**src/rtl/icache_pkg.sv**
```systemverilog
// Shared geometry, FSM state type and word-select helper for the instruction cache.
package icache_pkg;

  localparam int TAG_BITS    = 25;
  localparam int INDEX_BITS  = 3;
  localparam int OFFSET_BITS = 4;
  localparam int BLOCK_BITS  = 128;
  localparam int LINES       = 1 << INDEX_BITS;
  localparam int BLKADR_BITS = TAG_BITS + INDEX_BITS;

  typedef enum logic [1:0] {
    IDLE      = 2'd0,
    MEM_READ  = 2'd1,
    FILL_DONE = 2'd2
  } state_e;

  function automatic logic [31:0] select_word(input logic [BLOCK_BITS-1:0] blk,
                                              input logic [1:0]            word);
    return blk[32*word +: 32];
  endfunction

endpackage

```
**src/rtl/icache_line_array.sv**
```systemverilog
// Valid/tag/data storage: one write port, combinational read of one line.
module icache_line_array
  import icache_pkg::*;
(
  input  logic                  clk_i,
  input  logic                  rst_i,
  input  logic [INDEX_BITS-1:0] rd_index_i,
  output logic                  rd_valid_o,
  output logic [TAG_BITS-1:0]   rd_tag_o,
  output logic [BLOCK_BITS-1:0] rd_data_o,
  input  logic                  we_i,
  input  logic [INDEX_BITS-1:0] wr_index_i,
  input  logic [TAG_BITS-1:0]   wr_tag_i,
  input  logic [BLOCK_BITS-1:0] wr_data_i
);

  logic [LINES-1:0]      valid_q;
  logic [TAG_BITS-1:0]   tag_q  [LINES];
  logic [BLOCK_BITS-1:0] data_q [LINES];

  // Valid bits clear asynchronously so an aborted fill never leaves a live line.
  always_ff @(posedge clk_i or posedge rst_i) begin
    if (rst_i) begin
      valid_q <= '0;
    end else if (we_i) begin
      valid_q[wr_index_i] <= 1'b1;
    end
  end

  // Tag and data need no reset; they are qualified by the valid bit.
  always_ff @(posedge clk_i) begin
    if (we_i) begin
      tag_q[wr_index_i]  <= wr_tag_i;
      data_q[wr_index_i] <= wr_data_i;
    end
  end

  assign rd_valid_o = valid_q[rd_index_i];
  assign rd_tag_o   = tag_q[rd_index_i];
  assign rd_data_o  = data_q[rd_index_i];

endmodule

```
**src/rtl/instruction_cache.sv**
```systemverilog
// Direct-mapped read-only instruction cache: hit compare, word select and refill FSM.
module instruction_cache
  import icache_pkg::*;
(
  input  logic                   CLK,
  input  logic                   RESET,
  input  logic                   read,
  input  logic [31:0]            address,
  output logic [31:0]            instruction,
  output logic                   busywait,
  output logic                   mem_read,
  output logic [BLKADR_BITS-1:0] mem_address,
  input  logic [BLOCK_BITS-1:0]  mem_readdata,
  input  logic                   mem_busywait
);

  state_e                 state_q, state_d;
  logic [BLKADR_BITS-1:0] miss_addr_q, miss_addr_d;

  logic [INDEX_BITS-1:0]  addr_index;
  logic [TAG_BITS-1:0]    addr_tag;
  logic                   line_valid;
  logic [TAG_BITS-1:0]    line_tag;
  logic [BLOCK_BITS-1:0]  line_data;
  logic                   hit;
  logic                   fill_we;
  logic                   unused_byte_bits;

  assign addr_index       = address[OFFSET_BITS +: INDEX_BITS];
  assign addr_tag         = address[31 -: TAG_BITS];
  // Byte offset within a word is dropped silently.
  assign unused_byte_bits = ^address[1:0];

  icache_line_array u_lines (
    .clk_i      (CLK),
    .rst_i      (RESET),
    .rd_index_i (addr_index),
    .rd_valid_o (line_valid),
    .rd_tag_o   (line_tag),
    .rd_data_o  (line_data),
    .we_i       (fill_we),
    .wr_index_i (miss_addr_q[INDEX_BITS-1:0]),
    .wr_tag_i   (miss_addr_q[BLKADR_BITS-1 -: TAG_BITS]),
    .wr_data_i  (mem_readdata)
  );

  assign hit         = read & line_valid & (line_tag == addr_tag);
  assign instruction = line_valid ? select_word(line_data, address[3:2]) : 32'h0;
  assign mem_address = miss_addr_q;

  // Next-state and output decode; the refill always targets the latched miss address.
  always_comb begin
    state_d     = state_q;
    miss_addr_d = miss_addr_q;
    fill_we     = 1'b0;
    busywait    = 1'b0;
    mem_read    = 1'b0;
    case (state_q)
      IDLE: begin
        busywait = read & ~hit;
        if (read && !hit) begin
          miss_addr_d = address[31:OFFSET_BITS];
          state_d     = MEM_READ;
        end
      end
      MEM_READ: begin
        mem_read = 1'b1;
        busywait = 1'b1;
        if (!mem_busywait) begin
          fill_we = 1'b1;
          state_d = FILL_DONE;
        end
      end
      FILL_DONE: begin
        busywait = 1'b1;
        state_d  = IDLE;
      end
      default: state_d = IDLE;
    endcase
  end

  // State and miss-address registers; reset drops mem_read immediately.
  always_ff @(posedge CLK or posedge RESET) begin
    if (RESET) begin
      state_q     <= IDLE;
      miss_addr_q <= '0;
    end else begin
      state_q     <= state_d;
      miss_addr_q <= miss_addr_d;
    end
  end

endmodule

```
**config.mk**
```make
export PLATFORM = sky130hd
export DESIGN_NAME = instruction_cache
export DESIGN_NICKNAME = d
export VERILOG_FILES = /design/src/rtl/icache_pkg.sv /design/src/rtl/icache_line_array.sv /design/src/rtl/instruction_cache.sv
export SDC_FILE = /design/constraint.sdc
export NUM_CORES = 1
export LEC_CHECK = 0
export BUFFER_PORTS_ARGS = -buffer_cell sky130_fd_sc_hd__buf_2
export CAP_MARGIN = 30
export CORE_MARGIN = 2
export CORE_UTILIZATION = 35
export DETAILED_ROUTE_END_ITERATION = 6
export GPL_TIMING_DRIVEN = 0
export HOLD_SLACK_MARGIN = 0.1
export REMOVE_ABC_BUFFERS = 1
export SLEW_MARGIN = 5
export SYNTH_ARGS = -nofsm -noshare
export SYNTH_HDL_FRONTEND = slang
export SYNTH_SLANG_ARGS = --single-unit
```
**constraint.sdc**
```tcl
create_clock -name CLK -period 17.6 [get_ports CLK]
set_input_delay 2.64 -clock CLK [delete_from_list [all_inputs] [get_ports CLK]]
set_output_delay 2.64 -clock CLK [all_outputs]
set_load 0.005 [all_outputs]
```
# Word level (Yosys, flattened, before mapping)
# Memories as Yosys holds them, arrays and structs flattened.
# Index checks and enable logic that the tools add are counted.
# totals
ff_bits	38
ramBits	1224
out_inout_bits	62
word_cells	40
memories	2
# classes
magnitude_cmp	3
n_eq_ne	5
n_shift	1
n_mux	14
bitwise_logic	5
n_reduce_logical	7
# mem_list
name	words	word_bits	read_ports	rd_ports_with_merged_regs	wr	line	source
u_lines.data_q	8	128	1	0	1	icache_line_array.sv:19	logic [BLOCK_BITS-1:0] data_q [LINES];
u_lines.tag_q	8	25	1	0	1	icache_line_array.sv:18	logic [TAG_BITS-1:0] tag_q [LINES];
# op_table
operator	count
variable part select 128 x 8 -> 32 bit	1
2-to-1 mux 32 bit	1
== test 25 bit	1
less-than comparator 3 x 4 -> 1 bit (second input constant)	2
bitwise OR 8 bit	1
2-to-1 mux 1 bit	7
2-to-1 mux 2 bit	2
inequality test 2 bit (second input constant)	2
case mux 2 bit (2 select lines)	1
AND reduction 2 bit	2
bitwise AND 1 bit	3
binary-select mux 1 bit (select 3 bit)	1
demux 1 bit (select 3 bit)	1
>= comparator 3 x 1 -> 1 bit (second input constant)	1
== test 2 x 1 -> 1 bit (second input constant)	1
== test 2 bit (second input constant)	1
logical AND 1 bit	2
logical NOT 2 bit	1
case mux 1 bit (2 select lines)	1
OR reduction 2 bit	1
logical NOT 1 bit	1
NOT 1 bit	1

# Longest topological paths before layout
# logic_depth
word_depth	8
mapped_depth	13

# Cells and area by module
# A second synthesis with hierarchy kept.
# hier_totals
hier_cells	1995
hier_area_um2	48816.8
# modules_own_cells
module	instances	cells_per_inst	area_per_inst_um2	seq_area_each_um2
icache_line_array	1	1804	46260.6	36955.4
instruction_cache	1	191	2556.2	750.7

# Worst setup path before layout
# OpenSTA, ideal clock, no wires.
# synth_timing
path_kind	in2reg
start	input port mem_busywait
end	register u_lines.valid_q[0]
setup_time_ps	131
arrival_ps	14429
required_ps	17469
setup_slack_ps	3039
cell_stages	3
path_buffers	0
cell_sequence	or3b_2 > nor3_1 > or2_2
# synth_between
elab_chain_cells	2
# synth_rtl
item	line	source
from (decl)	instruction_cache.sv:14	input logic mem_busywait
2-to-1 mux 1 bit	instruction_cache.sv:69	if (!mem_busywait) begin
2-to-1 mux 1 bit	instruction_cache.sv:58	case (state_q)
to (signal assigned)	icache_line_array.sv:24	valid_q <= '0;
to (signal, indexed assignment)	icache_line_array.sv:26	valid_q[wr_index_i] <= 1'b1;
to (decl)	icache_line_array.sv:17	logic [LINES-1:0] valid_q;
# No other way between the ends.
# A chain may end at the register's enable or synchronous reset.

# Worst setup path in the final report
# layout_timing
start	input port address[5]
end	output port busywait
# layout_between
elab_chain_cells	7
word_cells_on_any_way	9
cone_classes	eq/ne (1); mux (3); bitwise (4); memory (1)
# layout_rtl
item	line	source
from (decl)	instruction_cache.sv:8	input logic [31:0] address,
branches (longest 3 deep; another with memory read (8 x 25 bit))	--	
bitwise AND 1 bit (*)	instruction_cache.sv:47	assign hit = read & line_valid & (line_tag == addr_tag);
NOT 1 bit (*)	instruction_cache.sv:60	busywait = read & ~hit;
bitwise AND 1 bit (*)	instruction_cache.sv:60	
case mux 1 bit (2 select lines) (*)	instruction_cache.sv:58	
to (decl)	instruction_cache.sv:10	output logic busywait,
# Every way passes the cells marked *. The select of a mux whose other input is x is not followed.

==> results.sh <==
export IMPL_ys_seq_area_share_pct=78.2
export IMPL_grt_first_pass_wirelength_um=157000
export IMPL_finalNetCount=2504
export IMPL_globalRoute_totalOverflow=0
export IMPL_cts_setup_buffers=0
export IMPL_dieHeight_um=375
export IMPL_critical_path_class="in -> out"
export IMPL_synth_adder_area_share_pct=0.0779
export IMPL_whs_endpoint="u_lines.valid_q[1]"
export IMPL_drt_met1_wl_um=44300
export IMPL_cts_tree="done"
export IMPL_finalSetupViolCount=0
export IMPL_grt_pass1_vias=23700
export IMPL_r2r_cells=12
export IMPL_hold_buffers=0
export IMPL_io_pins=226
export IMPL_synth_seq_cells=1262
export IMPL_synth_edf_count=1224
export IMPL_vdd_drop_max_v=0.000101
export IMPL_setup_worst_path_start_class="input pin"
export IMPL_num_vias=21800
export IMPL_endpoint_kind="primary output"
export IMPL_antenna_found_initial=21
export IMPL_crit_fanout=90
export IMPL_clock_fmax_mhz=105
export IMPL_yosysTopAreaCellShare_pct=76.3
export IMPL_p_leak_nw=18.7
export IMPL_whs_ns=0.464
export IMPL_global_route_usage_total_pct=15.3
export IMPL_synth_ff_type="edfxtp_1"
export IMPL_yosys_area_top_type="edfxtp_1"
export IMPL_cts_sinks=1262
export IMPL_reg2reg_from="state_q[1]"
export IMPL_route_met3_wl_um=6100
export IMPL_place_hpwl_um=66000
export IMPL_pre_cts_slack_ns=8.04
export IMPL_avgSynthCellArea_sq_um=24.6
export IMPL_worstPathRequired_ns=14.96
export IMPL_cts_path_max_buffers=3
export IMPL_timing_setup_tns_ns=0
export IMPL_async_reset_ff_share_pct=3.01
export IMPL_dieArea_sq_mm=0.141
export IMPL_post_route_util_pct=42.1
export IMPL_wl_met2_um=53800
export IMPL_period_share_pct=54.0
export IMPL_cts_resized=0
export IMPL_clock_skew_final_ns=0.0260
export IMPL_drive_gt1_share_pct=38.8
export IMPL_top_layer="met5"
export IMPL_p_per_area_mw_per_mm2=128
export IMPL_remaining_drc_errors=0
export IMPL_final_setup_worst_slack_ns=8.09
export IMPL_ant_nets=0
export IMPL_clk_pin_slew_worst_paths_ns=0.05
export IMPL_status="completed"
export IMPL_finalInstanceArea_sq_mm=0.0577
export IMPL_crit_slowest_cell="mux4_2"
export IMPL_fp_dieW_um=375
export IMPL_fillerInstances=11600
export IMPL_area_growth_pct=19.7
export IMPL_worst_path_largest_cell_delay_ns=0.58
export IMPL_synth_cell_types=42
export IMPL_synth_warnings=0
export IMPL_synth_simple_gate_area_share_pct=0.701
export IMPL_yosys_area_share_xor_xnor_pct=0.418
export IMPL_drt_iter0_drc=1851
export IMPL_slew_headroom_pct=43.2
export IMPL_worstPathArrival_ns=6.87
export IMPL_dr_pass1_iters=5
export IMPL_hold_path_class="reg -> reg"
export IMPL_synth_mux_area_share_pct=19.2
export IMPL_rsz0062_at_grt="false"
export IMPL_cts_root_buffer="clkbuf_16"
export IMPL_worst_pin_slew_ns=0.849
export IMPL_slew_viol_final=0
export IMPL_netlist_area_sq_mm=0.0482
export IMPL_crit_top_cell="buf_16"
export IMPL_via_per_inst=5.13
export IMPL_numPortBuffers=223
export IMPL_wire_per_inst_um=25.1
export IMPL_core_area_sq_mm=0.137
export IMPL_core_rowCount=136
export IMPL_synth_cells=1960
export IMPL_synth_area_leaders="edfxtp_1 76%, mux4_2 16%, dfrtp_1 2.0%, mux2i_1 1.7%, mux2_2 0.75%"
export IMPL_worstPathCellList="buf_8, buf_16, buf_16, mux4_2, mux2i_1, xor2_1, o2111ai_1, or3_1, o41ai_4, nor2_4, o21ba_2, buf_2"
export IMPL_finalHoldViolCount=0
export IMPL_hold_path_cell_count=1
export IMPL_synth_top_family_by_area="multiplexers"
export IMPL_place_area_sq_mm=0.0531
export IMPL_start_util_pct=35.2
export IMPL_r2r_end="u_lines.data_q[0][52]"
export IMPL_globalplace_congestion=0.657
export IMPL_clk_latency_ns=0.77
export IMPL_wirelength_um=107000
export IMPL_period_minus_slack_ns=9.51
export IMPL_hold_path_startpoint="u_lines.valid_q[1]"
export IMPL_ff2ff_setup_slack_ns=13.51
export IMPL_cap_violations=0
export IMPL_cts_max_level=4
export IMPL_synth_compound_area_share_pct=0.454
export IMPL_cts_buffers=137
export IMPL_grt_max_degree=91
-- cell families after synthesis --
kind of cell	after synthesis
AOI/OAI and AO/OA	27
xor gates and xnor gates	23
adders and majority gates	3
buffers and inverters	101
DFF	1262
muxes	474
and+or+nand+nor	70
-- registers in the layout (all words and copies together), names as in the netlist --
register         cells
u_lines.tag_q      200
state_q              2
u_lines.data_q    1024
u_lines.valid_q      8
mem_address         28
-- cell usage in the layout, fill, tap and decap left out, types with 5 or more instances in the layout --
cell type and n:
buf_16 17, dfrtp_1 38, o22ai_1 5, xnor2_1 6, xor2_1 17, mux2_4 9, bufinv_16 16, mux2_2 32
mux4_2 352, clkinv_1 23, inv_6 6, clkbuf_8 5, mux2i_1 80, buf_2 218, clkbuf_1 30, buf_4 25
or2_2 8, clkbuf_16 139, buf_12 47, buf_6 23, clkinv_2 16, nor2_4 7, diode_2 6, a21oi_1 5
nor2_1 33, buf_8 5, edfxtp_1 1224
-- worst max path at each step --
stage / startpoint / to / slack, ns / cells after the start
after floorplan: mem_busywait / u_lines.valid_q[0] / 3.04 / 3
after global placement: mem_busywait / u_lines.valid_q[0] / -11.20 / 4
after detailed placement: address[5] / busywait / 8.04 / 12
after CTS: address[5] / busywait / 8.02 / 12
after global routing: address[4] / busywait / 7.78 / 12
final: address[5] / busywait / 8.09 / 12
-- power breakdown --
group / switching [mW] / internal (mW)
sequential: 0.118 / 3.60
clock: 1.17 / 1.72
combinational: 0.427 / 0.356
total: 1.72 / 5.68
-- cell usage after synthesis, drive strengths merged, types with 2 or more instances --
| cell | count |
|---|---|
| a21oi | 5 |
| buf | 57 |
| or2 | 8 |
| nand2 | 3 |
| nand4 | 5 |
| xor2 | 17 |
| a221oi | 4 |
| a22oi | 2 |
| nor2b | 2 |
| nor2 | 41 |
| o22ai | 5 |
| inv | 4 |
| mux2i | 81 |
| nor3 | 4 |
| a21o | 2 |
| mux4 | 352 |
| nand2b | 3 |
| mux2 | 41 |
| ha | 3 |
| xnor2 | 6 |
| clkbuf | 40 |
| dfrtp | 38 |
| edfxtp | 1224 |
-- layout make-up --
type | instances | area [sq um] | area share [%]
Antenna cell | 6 | 15.0 | 0.0260
Clock buffer | 174 | 3660 | 6.34
Clock inverter | 76 | 917 | 1.59
Inverter | 4 | 15.0 | 0.0260
Multi-Input combinational cell | 597 | 10100 | 17.5
Sequential cell | 1262 | 37700 | 65.4
Tap cell | 1794 | 2240 | 3.89
Timing Repair Buffer | 335 | 3020 | 5.24
-- stage by stage --
stage / cells / power (mW)
4_1_cts: 4242 / 7.50
3_5_place_dp: 3992 / 4.59
6_report: 4248 / 7.39
2_1_floorplan: 1863 / 4.15
5_1_grt: 4243 / 7.68
3_3_place_gp: 3880 / 4.64
-- critical path: cells and delay by family --
family / cells / cell delay (ns)
buf+inv: 4 / 1.24
xor+xnor: 1 / 0.39
mux: 2 / 0.78
simple gates: 2 / 0.65
compound gates: 3 / 0.84
-- routing by layer --
| layer | global-route usage (%) | vias to the layer above |
|---|---|---|
| li1 | - | 9209 |
| met2 | 25.7 | 573 |
| met1 | 19.7 | 11800 |
| met3 | 3.60 | 195 |
| met5 | 0 | - |
| met4 | 4.66 | 18 |
No activity file was read; power rests on OpenSTA's default activity.
